===== src/rtl/pdmod_ctrl.sv =====
// Frame sequencer in front of the payload demod chain: loads sigma2 once per frame,
// gates equalized samples in, counts returned LLRs and flags completion or a drain stall.
module pdmod_ctrl #(
    parameter int unsigned NSC        = 48,
    parameter int unsigned LLR_PER_SC = 2,
    parameter int unsigned TIMEOUT    = 1024
) (
    input  logic               clk_i,
    input  logic               rst_i,
    input  logic               cfg_start_i,
    input  logic [7:0]         cfg_nsym_i,
    input  logic signed [11:0] sig_sigma2_i,
    input  logic               sig_sigma2_vld_i,
    input  logic signed [11:0] in_re_i,
    input  logic signed [11:0] in_im_i,
    input  logic               in_vld_i,
    output logic signed [11:0] pd_re_o,
    output logic signed [11:0] pd_im_o,
    output logic               pd_vld_o,
    output logic signed [11:0] pd_sigma2_o,
    output logic               pd_sigma2_vld_o,
    input  logic               llr_vld_i,
    output logic               busy_o,
    output logic               done_o,
    output logic               err_drop_o,
    output logic               err_timeout_o
);

    localparam int unsigned ScW = (NSC > 1) ? $clog2(NSC) : 1;
    localparam int unsigned ToW = $clog2(TIMEOUT) + 1;
    localparam logic [ScW-1:0] ScLast = ScW'(NSC - 1);
    localparam logic [ToW-1:0] ToLast = ToW'(TIMEOUT - 1);
    localparam logic [15:0] LlrPerSym = 16'(NSC * LLR_PER_SC);

    typedef enum logic [2:0] {StIdle, StWaitSig, StRun, StDrain, StDone} state_e;

    state_e             state_q;
    logic [7:0]         nsym_q;
    logic [ScW-1:0]     sc_cnt_q;
    logic [7:0]         sym_cnt_q;
    logic [15:0]        llr_cnt_q;
    logic [15:0]        llr_cnt_d;
    logic [15:0]        llr_tgt_q;
    logic [ToW-1:0]     to_cnt_q;
    logic signed [11:0] pd_re_q, pd_im_q, pd_sigma2_q;
    logic               pd_vld_q, pd_sigma2_vld_q;
    logic               busy_q, done_q, err_drop_q, err_timeout_q;
    logic               last_sample;

    always_comb begin
        llr_cnt_d = llr_cnt_q;
        if (llr_vld_i && (state_q == StRun || state_q == StDrain)) begin
            llr_cnt_d = llr_cnt_q + 16'd1;
        end
        last_sample = in_vld_i && (sc_cnt_q == ScLast) && (sym_cnt_q == nsym_q - 8'd1);
    end

    always_ff @(posedge clk_i) begin
        if (rst_i) begin
            state_q         <= StIdle;
            nsym_q          <= '0;
            sc_cnt_q        <= '0;
            sym_cnt_q       <= '0;
            llr_cnt_q       <= '0;
            llr_tgt_q       <= '0;
            to_cnt_q        <= '0;
            pd_re_q         <= '0;
            pd_im_q         <= '0;
            pd_vld_q        <= 1'b0;
            pd_sigma2_q     <= '0;
            pd_sigma2_vld_q <= 1'b0;
            busy_q          <= 1'b0;
            done_q          <= 1'b0;
            err_drop_q      <= 1'b0;
            err_timeout_q   <= 1'b0;
        end else begin
            pd_vld_q        <= 1'b0;
            pd_sigma2_vld_q <= 1'b0;
            done_q          <= 1'b0;
            err_timeout_q   <= 1'b0;
            err_drop_q      <= in_vld_i && (state_q != StRun);
            llr_cnt_q       <= llr_cnt_d;
            unique case (state_q)
                StIdle: begin
                    if (cfg_start_i) begin
                        if (cfg_nsym_i == 8'd0) begin
                            done_q <= 1'b1;
                        end else begin
                            nsym_q    <= cfg_nsym_i;
                            llr_tgt_q <= 16'(cfg_nsym_i) * LlrPerSym;
                            sc_cnt_q  <= '0;
                            sym_cnt_q <= '0;
                            llr_cnt_q <= '0;
                            to_cnt_q  <= '0;
                            busy_q    <= 1'b1;
                            state_q   <= StWaitSig;
                        end
                    end
                end
                StWaitSig: begin
                    if (sig_sigma2_vld_i) begin
                        pd_sigma2_q     <= sig_sigma2_i;
                        pd_sigma2_vld_q <= 1'b1;
                        state_q         <= StRun;
                    end
                end
                StRun: begin
                    if (in_vld_i) begin
                        pd_vld_q <= 1'b1;
                        pd_re_q  <= in_re_i;
                        pd_im_q  <= in_im_i;
                        if (sc_cnt_q == ScLast) begin
                            sc_cnt_q  <= '0;
                            sym_cnt_q <= sym_cnt_q + 8'd1;
                        end else begin
                            sc_cnt_q <= sc_cnt_q + 1'b1;
                        end
                        if (last_sample) begin
                            to_cnt_q <= '0;
                            state_q  <= StDrain;
                        end
                    end
                end
                StDrain: begin
                    // Target check uses the count including this cycle's LLR.
                    if (llr_cnt_d >= llr_tgt_q) begin
                        state_q <= StDone;
                    end else if (llr_vld_i) begin
                        to_cnt_q <= '0;
                    end else if (to_cnt_q == ToLast) begin
                        err_timeout_q <= 1'b1;
                        state_q       <= StDone;
                    end else begin
                        to_cnt_q <= to_cnt_q + 1'b1;
                    end
                end
                StDone: begin
                    done_q  <= 1'b1;
                    busy_q  <= 1'b0;
                    state_q <= StIdle;
                end
                default: state_q <= StIdle;
            endcase
        end
    end

    assign pd_re_o         = pd_re_q;
    assign pd_im_o         = pd_im_q;
    assign pd_vld_o        = pd_vld_q;
    assign pd_sigma2_o     = pd_sigma2_q;
    assign pd_sigma2_vld_o = pd_sigma2_vld_q;
    assign busy_o          = busy_q;
    assign done_o          = done_q;
    assign err_drop_o      = err_drop_q;
    assign err_timeout_o   = err_timeout_q;

endmodule


===== config.mk =====
export PLATFORM = sky130hd
export DESIGN_NAME = pdmod_ctrl
export DESIGN_NICKNAME = d
export VERILOG_FILES = /design/src/rtl/pdmod_ctrl.sv
export SDC_FILE = /design/constraint.sdc
export NUM_CORES = 1
export LEC_CHECK = 0
export CAP_MARGIN = 30
export CORE_MARGIN = 4
export CORE_UTILIZATION = 35
export DETAILED_ROUTE_END_ITERATION = 12
export GPL_TIMING_DRIVEN = 0
export RECOVER_POWER = 100
export SYNTH_ARGS = -nofsm -noshare
export SYNTH_HDL_FRONTEND = slang
export SYNTH_SLANG_ARGS = --single-unit

===== constraint.sdc =====
create_clock -name clk_i -period 6.3 [get_ports clk_i]
set_input_delay 0.945 -clock clk_i [delete_from_list [all_inputs] [get_ports clk_i]]
set_output_delay 0.945 -clock clk_i [all_outputs]
set_load 0.02 [all_outputs]

==> qor.txt, run 1 <==
OUTCOME
---------------------------------------------------------------------------------------
Result of the run                                                             completed

CRITICAL PATH
---------------------------------------------------------------------------------------
Arrival time reported for the critical path endpoint                            4.67 ns
CP startpoint kind                                                           input port
Sequence of cells on the critical path                                     dlygate4sd3_1 -> nand4b_1 -> nor2_1 -> and4_1 -> nand2_1 -> nor2_1 -> xor2_1 -> ha_1 -> and3_1 -> nor4b_1 -> a31oi_1 -> nand4_1 -> or3_1 -> o21ai_0
Critical Path Sink Type                                                       flip-flop
Delay contributed by the slowest stage of the critical path                     0.70 ns
Critical Path Slowest Stage Cell                                           dlygate4sd3_1
Buffering stage count on the worst path with inverters included                       1
Critical Path RT                                                                6.58 ns
Category of the critical setup timing path                                 input port to flip-flop
Crit Path Max Fanout                                                                 10
Top delay family on crit path                                              simple AND/OR/NAND/NOR gates
Flop2flop setup slack                                                           2.63 ns
Most used cell, CP                                                               nor2_1

FLOORPLAN
---------------------------------------------------------------------------------------
Row count                                                                            43
Area of the die                                                              0.0166 mm²
Die Y-Extent                                                                     129 µm
Overall die width                                                                129 µm
IO Count                                                                             92
Effective utilization at floorplan                                                36.3%
Core region area                                                             0.0141 mm²

CLOCK TREE
---------------------------------------------------------------------------------------
Count of hold buffers inserted by post-cts repair                                     0
Cts bufs inserted                                                                     9
Clock transition at the registers of the reported paths                         0.07 ns
Count of clock tree sinks                                                           103
Post-CTS sizing                                                                       0
Max Root-Sink Buffers                                                                 2
CTS tree                                                                          built
Number of setup buffers added after CTS                                               0
Buffer type at the clock tree root                                            clkbuf_16
Skew-Pair Late Insertion Delay                                                  0.35 ns
# H-tree levels                                                                       3

GLOBAL ROUTING
---------------------------------------------------------------------------------------
Number of global-route vias before repair                                          4604
Antenna violations before repair                                                      0
Remaining global-route overflow                                                       0
Largest net degree at the start of global routing                                    18
Total routing usage reported by global routing                                    16.1%
First-pass GRT wire length                                                     21800 µm

LOGIC SYNTHESIS
---------------------------------------------------------------------------------------
Count of synthesis-stage warnings from yosys                                          0
Sequential share of the synthesized area                                          40.3%
Commonest cells in the netlist                                             126 x nand2_1, 103 x dfxtp_1, 64 x a21oi_1
Leading cell type by number of instances after synthesis                        nand2_1
Post-synthesis instance area                                                0.00511 mm²
Post-synthesis average cell area                                               8.22 µm²
Leading area contributor after synthesis                                        dfxtp_1
Synth area leaders                                                         dfxtp_1 40%, nand2_1 9.3%, ha_1 6.9%, a21oi_1 6.3%, xnor2_1 3.4%
Post-synth top area share                                                         40.3%
Count of flip-flops with a built-in enable after synthesis                            0
Synth Flop Type                                                                 dfxtp_1
Count of state elements after synthesis                                             103
Count of different cell masters after synthesis                                      56
Post-synthesis async set-or-reset flop share                                         0%
Number of nets produced by synthesis                                                701
Post-synthesis instance total                                                       622

PLACED DESIGN
---------------------------------------------------------------------------------------
Post-Place Setup Slack                                                          1.66 ns
PortBufs                                                                             90
Placer's final routability congestion estimate                                    0.836
Post-detailed-placement half-perimeter wirelength                               9940 µm

STA
---------------------------------------------------------------------------------------
Final clock skew                                                             0.00773 ns
Final Max Tran Viols                                                                  0
Upper clock frequency limit                                                   0.228 GHz
Fin Setup TNS                                                                      0 ns
Hold violation total from the final report                                            0
Setup violation total in the final timing report                                      0
RSZ-0062 raised after global routing                                              false
Final period utilization                                                          69.7%
Headroom to the max-slew limit                                                    62.1%
Final worst-path setup slack                                                    1.91 ns
Final critical-path required period                                             4.39 ns
Transition at the pin with the smallest max-transition slack                   0.568 ns

FINAL LAYOUT
---------------------------------------------------------------------------------------
Final net count                                                                     802
Area Growth Syn to Fin                                                            27.9%
Layout cell share with drive strength beyond 1                                    4.40%
Antenna cell count                                                                    0

PWR
---------------------------------------------------------------------------------------
Sw Ratio                                                                          33.4%
Total power per unit cell area                                               299 mW/mm²
Reported leakage power                                                          2.62 nW
Net switching power of the design                                                653 µW
Share of power burned in registers                                                38.8%
Maximum vdd ir drop                                                              130 µV
Internal Power                                                                  1.30 mW
Logic pwr share                                                                   29.9%
Clock network fraction of total power                                             31.4%

JOB
---------------------------------------------------------------------------------------
Total of max-cap violations                                                           0

DETAILED ROUTING
---------------------------------------------------------------------------------------
Number of violations reported at the end of detailed-routing iteration 0            214
Antenna-violating nets left                                                           0
Wire length per cell after detailed routing                                     14.3 µm
Count of unresolved DRC violations after routing                                      0
Via total after detailed routing                                                   4560
Total Routed Length                                                            13000 µm
Iteration count of the initial detailed-routing pass                                  5
Routed vias/inst                                                                   5.02

WORST HOLD PATH
---------------------------------------------------------------------------------------
Hold Path Class                                                            flip-flop to flip-flop

-- per-layer routing --
layer	track usage (%)	wire [µm]	vias up	part of all wire (%)
met4	6.24	316	0	2.4
met1	19.5	5870	2116	45
met3	5.19	753	23	5.8
li1	-	-	2331	-
met5	0	0	-	0
met2	26.6	6070	90	47
-- cells in the final DEF, fill, tap and decap left out, types with 4 or more instances in the layout --
master / synthesis / routed
nand2_1: 126 / 126
dfxtp_1: 103 / 103
a21oi_1: 64 / 64
dlygate4sd3_1: 0 / 46
clkdlybuf4s50_1: 0 / 44
nor2_1: 37 / 37
inv_1: 30 / 30
ha_1: 28 / 28
clkbuf_1: 21 / 23
xnor2_1: 20 / 20
xor2_1: 18 / 18
and3_1: 18 / 18
nand3_1: 14 / 15
nor3_1: 14 / 14
nand4_1: 10 / 12
o21ai_0: 10 / 11
clkbuf_16: 0 / 9
a2bb2oi_1: 8 / 8
nand3b_1: 6 / 6
or3_1: 6 / 6
a211oi_1: 6 / 6
a31oi_1: 6 / 6
nor3b_1: 5 / 5
o21a_1: 5 / 5
nor2b_1: 4 / 4
a21boi_0: 4 / 4
-- worst register-to-register path: cells and delay by family (launching register included) --
family,cells,cell delay [ns]
AO/OA/AOI/OAI,2,0.35
AND/OR/NAND/NOR,9,2.09
XOR/XNOR,1,0.24
adder cells (fa/ha/maj),2,0.52
flip-flops,1,0.41
-- path summary, 6_finish.rpt --
check                     startpoint  cells past startpoint                  endpoint
max                        llr_vld_i                     14  to_cnt_q[0]$_SDFFE_PP0P_
min          pd_im_o[4]$_SDFFE_PP0P_                      2   pd_im_o[4]$_SDFFE_PP0P_
min reg2reg  pd_im_o[4]$_SDFFE_PP0P_                      2   pd_im_o[4]$_SDFFE_PP0P_
max reg2reg  llr_cnt_q[1]$_SDFF_PP0_                     14  to_cnt_q[0]$_SDFFE_PP0P_
-- power by group through the flow --
stage	Combinational, mW	Clock (mW)	Sequential [mW]
6_report	0.584	0.614	0.758
5_1_grt	0.649	0.661	0.767
4_1_cts	0.608	0.629	0.760
3_5_place_dp	0.603	0	0.775
3_3_place_gp	0.592	0	0.772
2_1_floorplan	0.383	0	0.789
-- kinds of logic (layout without fill, tap and decap cells) --
family / Yosys count / in the layout / synth area share [%]
buffers and inverters: 61 / 167 / 5.51
XOR/XNOR: 38 / 38 / 6.51
multiplexers: 3 / 3 / 0.588
AND/OR/NAND/NOR: 264 / 264 / 24.7
adder cells (fa/ha/maj): 29 / 29 / 7.25
AO/OA/AOI/OAI: 124 / 124 / 15.1
flip-flops: 103 / 103 / 40.3
-- flip-flops by register name (all words and copies together) (netlist names) --
signal / count
llr_cnt_q: 16
pd_im_o: 12
pd_re_o: 12
pd_sigma2_o: 12
to_cnt_q: 11
llr_tgt_q: 9
nsym_q: 8
sym_cnt_q: 8
sc_cnt_q: 6
state_q: 3
busy_o: 1
done_o: 1
err_drop_o: 1
err_timeout_o: 1
pd_sigma2_vld_o: 1
pd_vld_o: 1
-- stage by stage --
step	hold slack (ns)	std cells	util, %	power [mW]	instance area, µm²
floorplan	0.432	622	-	1.17	5110
global placement	0.443	892	44.2	1.36	6240
detailed placement	0.449	892	44.2	1.38	6240
CTS	0.460	908	46.6	2.00	6570
global route	0.472	908	46.4	2.08	6540
finish	0.455	908	46.4	1.96	6540
-- final cells by class --
type / instances / area, µm²
fillers: 1393 / 7560
well taps: 180 / 225
flip-flops and latches: 103 / 2060
inverters: 30 / 113
repair buffers: 90 / 901
clock buffers: 10 / 239
multi-input cells: 458 / 2740
plain buffers: 31 / 164
clock inverters: 6 / 91.3
No activity file was read; power rests on OpenSTA's default activity.
==> run 2, diff against run 1 <==
==> constraint.sdc (replaced) <==
create_clock -name clk_i -period 4.2 [get_ports clk_i]
set_input_delay 0.63 -clock clk_i [delete_from_list [all_inputs] [get_ports clk_i]]
set_output_delay 0.63 -clock clk_i [all_outputs]
set_load 0.02 [all_outputs]
==> qor.txt, run 2 (synthesis gave the netlist of run 1 again) <==
DETAILED ROUTING
---------------------------------------------------------------------------------------
Antenna-violating nets left                                                           0   unchanged
Via total after detailed routing                                                   4555   was 4560
Routed vias/inst                                                                   5.00   was 5.02
Number of violations reported at the end of detailed-routing iteration 0            205   was 214
Count of unresolved DRC violations after routing                                      0   unchanged
Wire length per cell after detailed routing                                     14.4 µm   was 14.3 µm
Total Routed Length                                                            13100 µm   was 13000 µm
Iteration count of the initial detailed-routing pass                                  4   was 5

OUTCOME
---------------------------------------------------------------------------------------
Result of the run                                                             completed   unchanged

FLOORPLAN
---------------------------------------------------------------------------------------
IO Count                                                                             92   unchanged
Row count                                                                            43   unchanged
Effective utilization at floorplan                                                36.3%   unchanged
Core region area                                                             0.0141 mm²   unchanged
Overall die width                                                                129 µm   unchanged
Die Y-Extent                                                                     129 µm   unchanged
Area of the die                                                              0.0166 mm²   unchanged

GLOBAL ROUTING
---------------------------------------------------------------------------------------
Total routing usage reported by global routing                                    16.1%   unchanged
Fraction of met3 tracks used by global routing                                    5.19%   unchanged
Met2 track utilization from global routing                                        26.6%   unchanged
Largest net degree at the start of global routing                                    18   unchanged
Remaining global-route overflow                                                       0   unchanged
Number of global-route vias before repair                                          4604   unchanged
M1 GR Usage                                                                       19.5%   unchanged
First-pass GRT wire length                                                     21800 µm   unchanged
Antenna violations before repair                                                      0   unchanged
Busiest layer in global routing                                                    met2   unchanged

STA
---------------------------------------------------------------------------------------
Setup violation total in the final timing report                                      0   unchanged
Headroom to the max-slew limit                                                    52.4%   was 62.1%
RSZ-0062 raised after global routing                                              false   unchanged
Transition at the pin with the smallest max-transition slack                   0.709 ns   was 0.568 ns
Final clock skew                                                             0.00769 ns   was 0.00773 ns
Upper clock frequency limit                                                   0.254 GHz
Final period utilization                                                          93.7%
Final Max Tran Viols                                                                  0   unchanged
Final critical-path required period                                             3.93 ns
Hold violation total from the final report                                            0   unchanged

FINAL LAYOUT
---------------------------------------------------------------------------------------
Non-filler cells in the finished layout                                             911   was 908
Final cell area excluding filler cells                                      0.00658 mm²   was 0.00654 mm²
Most frequent cells in the layout                                          126 x nand2_1, 103 x dfxtp_1, 64 x a21oi_1   unchanged
Layout cell share with drive strength beyond 1                                    5.20%   was 4.40%
Area Growth Syn to Fin                                                            28.8%   was 27.9%
Largest register FFs                                                                 16   unchanged
Antenna cell count                                                                    0   unchanged
Final net count                                                                     805   was 802
Most common library cell in the layout ignoring fill and taps                   nand2_1   unchanged
Largest register by flop count                                                llr_cnt_q   unchanged

CLOCK TREE
---------------------------------------------------------------------------------------
Count of hold buffers inserted by post-cts repair                                     0   unchanged
Buffer type at the clock tree root                                            clkbuf_16   unchanged
Max Root-Sink Buffers                                                                 2   unchanged
CTS tree                                                                          built   unchanged
Skew-Pair Late Insertion Delay                                                  0.35 ns   about the same
Count of clock tree sinks                                                           103   unchanged
# H-tree levels                                                                       3   unchanged
Clock transition at the registers of the reported paths                         0.07 ns   about the same
Cts bufs inserted                                                                     9   unchanged

CRITICAL PATH
---------------------------------------------------------------------------------------
Category of the critical setup timing path                                 input port to flip-flop   unchanged
Critical Path Sink Type                                                       flip-flop   unchanged
Arrival time reported for the critical path endpoint                            4.18 ns   was 4.67 ns
Critical Path RT                                                                4.45 ns   was 6.58 ns
CP Launch Point                                                               llr_vld_i   unchanged
CP startpoint kind                                                           input port   unchanged
Crit Path Max Fanout                                                                  8   was 10
Worst Reg-to-Reg Cells                                                               14   unchanged
Worst reg2reg path startpoint                                              llr_cnt_q[1]$_SDFF_PP0_   unchanged

PWR
---------------------------------------------------------------------------------------
Reported leakage power                                                          2.64 nW   was 2.62 nW
Maximum vdd ir drop                                                              195 µV   was 130 µV
Total power per unit cell area                                               450 mW/mm²   was 299 mW/mm²

PLACED DESIGN
---------------------------------------------------------------------------------------
Instance area at placement                                                  0.00624 mm²   unchanged
PortBufs                                                                             90   unchanged
Cells after DPL                                                                     892   unchanged
Placer's final routability congestion estimate                                    0.836   unchanged
Post-detailed-placement half-perimeter wirelength                               9940 µm   unchanged

WORST HOLD PATH
---------------------------------------------------------------------------------------
Worst Hold Launch                                                          pd_im_o[4]$_SDFFE_PP0P_   unchanged
Hold Path Class                                                            flip-flop to flip-flop   unchanged
Cell depth of the worst min-delay path                                                2   unchanged

JOB
---------------------------------------------------------------------------------------
Total of max-cap violations                                                           0   unchanged

-- run 2: cell type report --
type                       instances  area, µm²
clock buffer                      10        239
sequential                       103       2060
multi-input combinational        459       2770
fill                            1390       7510
timing repair buffer              92        916
inverter                          30        113
tap                              180        225
clock inverter                     6       91.3
buffer                            31        164
-- run 2: metal layers --
layer / up-vias / part of all wire, %
li1: 2336 / -
met2: 89 / 47
met4: 0 / 2.3
met3: 21 / 5.4
met1: 2109 / 45
met5: - / 0
-- run 2: through the flow --
| stage | setup slack, ns | total power, mW | setup TNS (ns) | hold WS [ns] | utilization [%] |
|---|---|---|---|---|---|
| final | 0.265 | 2.96 | 0 | 0.455 | 46.7 |
| after global routing | 0.0492 | 3.14 | 0 | 0.472 | 46.7 |
| after CTS | 0.170 | 3.00 | 0 | 0.460 | 46.6 |
| after detailed placement | -0.128 | 2.07 | -1.19 | 0.449 | 44.2 |
| after global placement | -0.0735 | 2.05 | -0.674 | 0.443 | 44.2 |
| after floorplan | 1.03 | 1.76 | 0 | 0.432 | - |
-- run 2: what timing repair did --
| action | 4_1_cts | 5_1_grt |
|---|---|---|
| buffers inserted | 0 | 2 |
| gates resized for setup | 0 | 2 |
| setup endpoints to repair | 0 | 6 |
-- run 2: worst paths after layout --
| path | endpoint | slack (ns) |
|---|---|---|
| setup / recovery | state_q[2]$_SDFFE_PP0P_ | 0.27 |
| hold / removal | pd_im_o[4]$_SDFFE_PP0P_ | 0.45 |
| setup reg to reg | state_q[2]$_SDFFE_PP0P_ | 0.59 |
| hold reg to reg | pd_im_o[4]$_SDFFE_PP0P_ | 0.45 |
-- run 2: critical path, stage by stage --
cell,delay [ns]
clkdlybuf4s50_1,0.63
nand4b_1,0.23
nor2_1,0.18
and4_1,0.28
nand2_1,0.10
nor2_1,0.14
xor2_1,0.24
ha_1,0.30
and3_1,0.21
nor4b_1,0.16
a31oi_2,0.31
nand3_2,0.16
o32a_2,0.44
and2_2,0.17
-- run 2: where the power goes --
part           internal [mW]  switching [mW]  total, mW
clock                  0.542           0.378      0.920
sequential              1.07          0.0695       1.14
combinational          0.355           0.546      0.901
total                   1.96           0.994       2.96
